**src/rtl/out_arbiter_pkg.sv**
```systemverilog
// Shared router definitions: arbiter state encoding, default sizes and
// a width helper used to size pointers and counters.
package out_arbiter_pkg;

    typedef enum logic {
        IDLE = 1'b0,
        BUSY = 1'b1
    } arb_state_e;

    localparam int NPORT_DEF  = 5;
    localparam int MAXLEN_DEF = 16;

    // Ceiling log2, floored at 1 so the result can always size a vector.
    function automatic int clog2(input int v);
        int r;
        int x;
        r = 0;
        x = v - 1;
        while (x > 0) begin
            r++;
            x = x >> 1;
        end
        return (r < 1) ? 1 : r;
    endfunction

endpackage

```
**src/rtl/out_arbiter_if.sv**
```systemverilog
// Request/grant bundle between the input buffers, the output mux and
// one output-port arbiter.
interface out_arbiter_if
    import out_arbiter_pkg::*;
#(
    parameter int NPORT = NPORT_DEF
);
    logic [NPORT-1:0] req;
    logic [NPORT-1:0] tail;
    logic             out_ready;
    logic [NPORT-1:0] index;
    logic             out_valid;
    logic [NPORT-1:0] ack;
    logic             overrun;

    // master: the arbiter; slave: buffers, mux and downstream side
    modport master (
        input  req, tail, out_ready,
        output index, out_valid, ack, overrun
    );
    modport slave (
        output req, tail, out_ready,
        input  index, out_valid, ack, overrun
    );
endinterface

```
**src/rtl/out_arbiter_rr_select.sv**
```systemverilog
// Combinational round-robin pick: first set req bit searching ptr, ptr+1, ...
// with wrap. Shared with the input-side arbiters.
module rr_select
    import out_arbiter_pkg::*;
#(
    parameter int N  = NPORT_DEF,
    parameter int PW = clog2(N)
) (
    input  logic [N-1:0]  req,
    input  logic [PW-1:0] ptr,
    output logic          any,
    output logic [PW-1:0] winner
);

    assign any = |req;

    // Walk the search order backwards so the earliest candidate is written last.
    always_comb begin
        winner = '0;
        for (int k = N - 1; k >= 0; k--) begin
            if (req[(int'(ptr) + k) % N])
                winner = PW'((int'(ptr) + k) % N);
        end
    end

endmodule

```
**src/rtl/out_arbiter.sv**
```systemverilog
// Per-output packet arbiter: round-robin grant held for a whole packet,
// released on tail or after MAXLEN flits, popping the owner on every flit.
module out_arbiter
    import out_arbiter_pkg::*;
#(
    parameter int NPORT  = NPORT_DEF,
    parameter int MAXLEN = MAXLEN_DEF
) (
    input  logic          clk,
    input  logic          rst_n,
    out_arbiter_if.master bus
);

    localparam int PW = clog2(NPORT);
    localparam int CW = clog2(MAXLEN);
    localparam logic [PW-1:0] PTR_LAST = PW'(NPORT - 1);
    localparam logic [CW-1:0] CNT_LAST = CW'(MAXLEN - 1);

    arb_state_e       state;
    arb_state_e       state_nxt;
    logic [PW-1:0]    ptr;
    logic [PW-1:0]    own;
    logic [PW-1:0]    winner;
    logic [CW-1:0]    cnt;
    logic             any;
    logic [NPORT-1:0] own_oh;
    logic             owner_req;
    logic             owner_tail;
    logic             at_limit;
    logic             xfer;
    logic             rel;

    rr_select #(.N(NPORT), .PW(PW)) u_sel (
        .req    (bus.req),
        .ptr    (ptr),
        .any    (any),
        .winner (winner)
    );

    assign own_oh     = NPORT'(1) << own;
    assign owner_req  = bus.req[own];
    assign owner_tail = bus.tail[own];
    assign at_limit   = (cnt == CNT_LAST);

    always_ff @(posedge clk) begin
        if (!rst_n)
            state <= IDLE;
        else
            state <= state_nxt;
    end

    always_comb begin
        state_nxt = state;
        case (state)
            IDLE:    if (any) state_nxt = BUSY;
            BUSY:    if (rel) state_nxt = IDLE;
            default: state_nxt = IDLE;
        endcase
    end

    // A flit held in reset is not popped, so an aborted packet loses no data.
    always_comb begin
        bus.index     = '0;
        bus.out_valid = 1'b0;
        bus.ack       = '0;
        bus.overrun   = 1'b0;
        xfer          = 1'b0;
        rel           = 1'b0;
        if (state == BUSY) begin
            bus.index     = own_oh;
            bus.out_valid = owner_req;
            xfer          = owner_req & bus.out_ready & rst_n;
            bus.ack       = xfer ? own_oh : '0;
            rel           = xfer & (owner_tail | at_limit);
            bus.overrun   = xfer & at_limit & ~owner_tail;
        end
    end

    always_ff @(posedge clk) begin
        if (!rst_n) begin
            ptr <= '0;
            own <= '0;
            cnt <= '0;
        end else if (state == IDLE) begin
            if (any) begin
                own <= winner;
                cnt <= '0;
            end
        end else if (xfer) begin
            cnt <= cnt + 1'b1;
            if (rel)
                ptr <= (own == PTR_LAST) ? '0 : own + 1'b1;
        end
    end

endmodule

```
**src/flat_wrapper.sv**
```systemverilog
// flat-port wrapper written by rule: the top's interface ports become plain ports
module out_arbiter_flat import out_arbiter_pkg::*;
#(
    parameter int NPORT  = NPORT_DEF,
    parameter int MAXLEN = MAXLEN_DEF
)
  (clk, rst_n, bus_req, bus_tail, bus_out_ready, bus_index, bus_out_valid, bus_ack, bus_overrun);
  out_arbiter_if #(.NPORT(NPORT)) bus_i ();
  input  logic clk;
  input  logic rst_n;
  input wire logic [$bits(bus_i.req)-1:0] bus_req;
  input wire logic [$bits(bus_i.tail)-1:0] bus_tail;
  input wire logic [$bits(bus_i.out_ready)-1:0] bus_out_ready;
  output wire logic [$bits(bus_i.index)-1:0] bus_index;
  output wire logic [$bits(bus_i.out_valid)-1:0] bus_out_valid;
  output wire logic [$bits(bus_i.ack)-1:0] bus_ack;
  output wire logic [$bits(bus_i.overrun)-1:0] bus_overrun;
  assign bus_i.req = bus_req;
  assign bus_i.tail = bus_tail;
  assign bus_i.out_ready = bus_out_ready;
  assign bus_index = bus_i.index;
  assign bus_out_valid = bus_i.out_valid;
  assign bus_ack = bus_i.ack;
  assign bus_overrun = bus_i.overrun;
  out_arbiter #(.NPORT(NPORT), .MAXLEN(MAXLEN)) u_core (.clk(clk), .rst_n(rst_n), .bus(bus_i));
endmodule
```
**config.mk**
```make
export PLATFORM = sky130hd
export DESIGN_NAME = out_arbiter_flat
export DESIGN_NICKNAME = d
export VERILOG_FILES = /design/src/rtl/out_arbiter_pkg.sv /design/src/rtl/out_arbiter_if.sv /design/src/rtl/out_arbiter_rr_select.sv /design/src/rtl/out_arbiter.sv /design/src/flat_wrapper.sv
export SDC_FILE = /design/constraint.sdc
export NUM_CORES = 1
export LEC_CHECK = 0
export ABC_AREA = 1
export ABC_CLOCK_PERIOD_IN_PS = 9000
export BUFFER_PORTS_ARGS = -buffer_cell sky130_fd_sc_hd__buf_2
export CAP_MARGIN = 15
export CORE_ASPECT_RATIO = 0.8
export CORE_MARGIN = 2
export CORE_UTILIZATION = 42
export DETAILED_ROUTE_END_ITERATION = 10
export GPL_TIMING_DRIVEN = 0
export SYNTH_ARGS = -nofsm -noshare
export SYNTH_HDL_FRONTEND = slang
export SYNTH_SLANG_ARGS = --single-unit
```
**constraint.sdc**
```tcl
create_clock -name clk -period 9 [get_ports clk]
set_input_delay 2.7 -clock clk [delete_from_list [all_inputs] [get_ports clk]]
set_output_delay 2.7 -clock clk [all_outputs]
set_load 0.005 [all_outputs]
```
==> summary.md <==
| Metric | Value |
|---|---|
| Root buf cell | clkbuf_8 |
| Peak supply drop | 0.0688 mV |
| Layout area overhead | 12.1% |
| First-pass GRT wire length | 8.57 mm |
| PortBufs | 24 |
| CP Capture Type | primary output |
| Share of cells above drive strength 1 | 19.9% |
| Avg WL per Cell | 11.8 um |
| GP Congestion | 0.878 |
| I/O Pins | 25 |
| Post-Synthesis Cells | 329 |
| Clock Tree Buf Depth | 2 |
| Largest net degree at the start of global routing | 11 |
| YS warnings | 0 |
| RSZ-0062 raised after global routing | false |
| Min Clock Period, post-route | 6980 ps |
| Final hold vios | 0 |
| Startpoint types | primary input |
| Ant. Diodes | 0 |
| Sw frac | 42.1% |
| Asr flop ratio synth | 0% |
| Setup Crit Path Kind | in -> out |
| Clk Latency, worst-skew pair | 240 ps |
| Antenna violations before repair | 0 |
| FF+latch count, synth | 11 |
| Setup WS post-layout | 2020 ps |
| Register area share after synthesis | 11.1% |
| CTS tree | built |
| Post-synthesis cell area | 1990 um2 |
| Setup_tns | 0 ps |
| Final ANT Viol Nets | 0 |
| Hold_buf cts | 0 |
| Final Max Tran Viols | 0 |
| Clock Skew | 0.372 ps |
| DR DRC count | 0 |
| Routed WL | 4.90 mm |
| Cell taking the most area after synthesis | ha_1 |
| Global route total overflow | 0 |
| Combinational Power Share | 47.3% |
| Die Height | 65.5 um |
| Starting Density | 43.5% |
| Max_slew headroom | 70.0% |
| # fillers | 499 |
| P per Cell Area | 89.9 nW/um2 |
| Routed vias/inst | 5.04 |
| Multi-input logic area | 1540 um2 |
| Number of flops mapped to enable cells by yosys | 0 |
| Critical Path AT | 4280 ps |
| Worst-path clk slew | 50 ps |
| CP max FO | 10 |
| # setup viols final | 0 |
| Via count | 2100 |
| Detailed Place HPWL | 4.12 mm |
| Seq pwr share | 27.5% |
| Worst slew pin tran | 446 ps |
| Setup bufs post-CTS | 0 |
| Yosys cell types | 35 |
| Pre-antenna DRT Iters | 5 |
| GRT Total Usage | 20.2% |
| Final #Nets | 399 |
| P_sw | 84.1 uW |
| Synth Net Count | 370 |
| Row count | 22 |
| Part of the cycle the worst path needs | 77.5% |
| Top cell type's share of synthesized area | 17.0% |
| Vias in the first global route | 1844 |
| Iter 0 DRT Violations | 126 |
| Avg Synthesized Cell Area | 6.04 um2 |
| Fmax achieved | 0.143 GHz |
| Most common cell in the netlist | nand2_1 |
| Most common flop cell mapped by yosys | dfxtp_1 |
| Post-CTS resize count | 0 |
| Outcome | completed |
| P_leak | 0.00119 uW |
| Clk sinks | 11 |
| R2r setup slk | 5370 ps |
| Core ar. | 4570 um2 |
| Die width | 80.9 um |
| H-tree depth | 1 |
| Reg area | 220 um2 |
| Die area | 5300 um2 |
| Maxcap violations | 0 |
| Most instantiated cells after synthesis | 87 x nand2_1, 46 x inv_1, 28 x nand3_1 |
| Synth top area cells | ha_1 17%, nand2_1 16%, dfxtp_1 11%, inv_1 8.7%, nand3_1 7.1% |
| Internal cell power | 116 uW |
| Worst Path Required | 6300 ps |
| Clock share of power | 25.2% |
| Place WS | 2000 ps |
| Hold WC Path Type | reg -> reg |
| Total CTS buffers | 3 |
[through the flow]
stage | cells | util (%) | power, uW | instance area [um2] | hold slack (ps)
3_5_place_dp | 413 | 47.7 | 150 | 2180 | 497
6_report | 417 | 48.7 | 200 | 2230 | 499
2_1_floorplan | 329 | - | 126 | 1990 | 472
3_3_place_gp | 413 | 47.7 | 149 | 2180 | 492
4_1_cts | 417 | 48.7 | 201 | 2230 | 505
5_1_grt | 417 | 48.7 | 220 | 2230 | 534
[worst max-delay path, stage by stage]
cell     delay (ps)
buf_2            70
inv_1           110
a21oi_1         140
o21ai_0          80
nand2_1         100
nand2_1          70
nand2_1          50
nand3_1         140
nor2_1          280
inv_2           140
nor4_1          240
buf_2           160
[power groups by stage]
stage          Sequential (uW)  Combinational (uW)  Clock [uW]
6_report                  55.0                94.7        50.4
5_1_grt                   55.6                 109        54.5
4_1_cts                   54.9                94.1        52.0
3_5_place_dp              56.0                93.7           0
3_3_place_gp              56.0                92.8           0
2_1_floorplan             55.0                71.4           0
[final timing paths]
path / start / to / cells after the start
max reg2reg: u_core.ptr[1] / u_core.own[1] / 22
min reg2reg: u_core.cnt[1] / u_core.cnt[1] / 2
max: bus_req[3] / bus_overrun / 12
min: u_core.cnt[1] / u_core.cnt[1] / 2
[layout by cell type, fill, tap and decap left out, types with 2 or more instances in the layout]
cell type  Yosys  routed
a21oi_1       17      17
a21oi_2        3       3
buf_2          0      24
clkbuf_1       2       3
clkbuf_8       0       3
dfxtp_1       11      11
ha_1          27      27
inv_1         46      46
inv_2          7       7
nand2_1       87      87
nand2_2       14      14
nand3_1       28      28
nand3_2        9       9
nand3b_1       2       2
nand4_1        4       4
nor2_1        20      20
nor2_2         3       3
nor3_1         6       6
o211ai_1       6       6
o21ai_0       14      14
o21ai_1        5       5
o21ai_2        2       2
xor2_1         2       2
[layout make-up]
type	count	share of cell area, %
Multi-Input combinational cell	260	69.1
Tap cell	60	3.37
Buffer	3	0.843
Clock buffer	4	2.02
Sequential cell	11	9.89
Inverter	55	9.33
Timing Repair Buffer	24	5.40
[per-layer routing]
| metal | global-route usage, % | share of wire, % | routed length [um] | vias to the layer above |
|---|---|---|---|---|
| met1 | 32.8 | 55 | 2680 | 923 |
| met2 | 28.7 | 40 | 1980 | 44 |
| li1 | - | - | - | 1130 |
| met3 | 2.88 | 4.7 | 230 | 3 |
| met4 | 1.27 | 0.20 | 10 | 0 |
| met5 | 0 | 0 | 0 | - |
[state kept, by name, summed over array words and instances (netlist names)]
| signal | flops |
|---|---|
| u_core.ptr | 3 |
| u_core.own | 3 |
| u_core.cnt | 4 |
| u_core.state | 1 |
[cell families after synthesis]
family / share of synthesized area (%)
adder cells (fa/ha/maj): 18.0
buffers and inverters: 11.4
AND/OR/NAND/NOR: 42.9
flip-flops: 11.1
AO/OA/AOI/OAI: 15.2
XOR/XNOR: 0.882
multiplexers: 0.504
(Power assumes the default switching activity.)
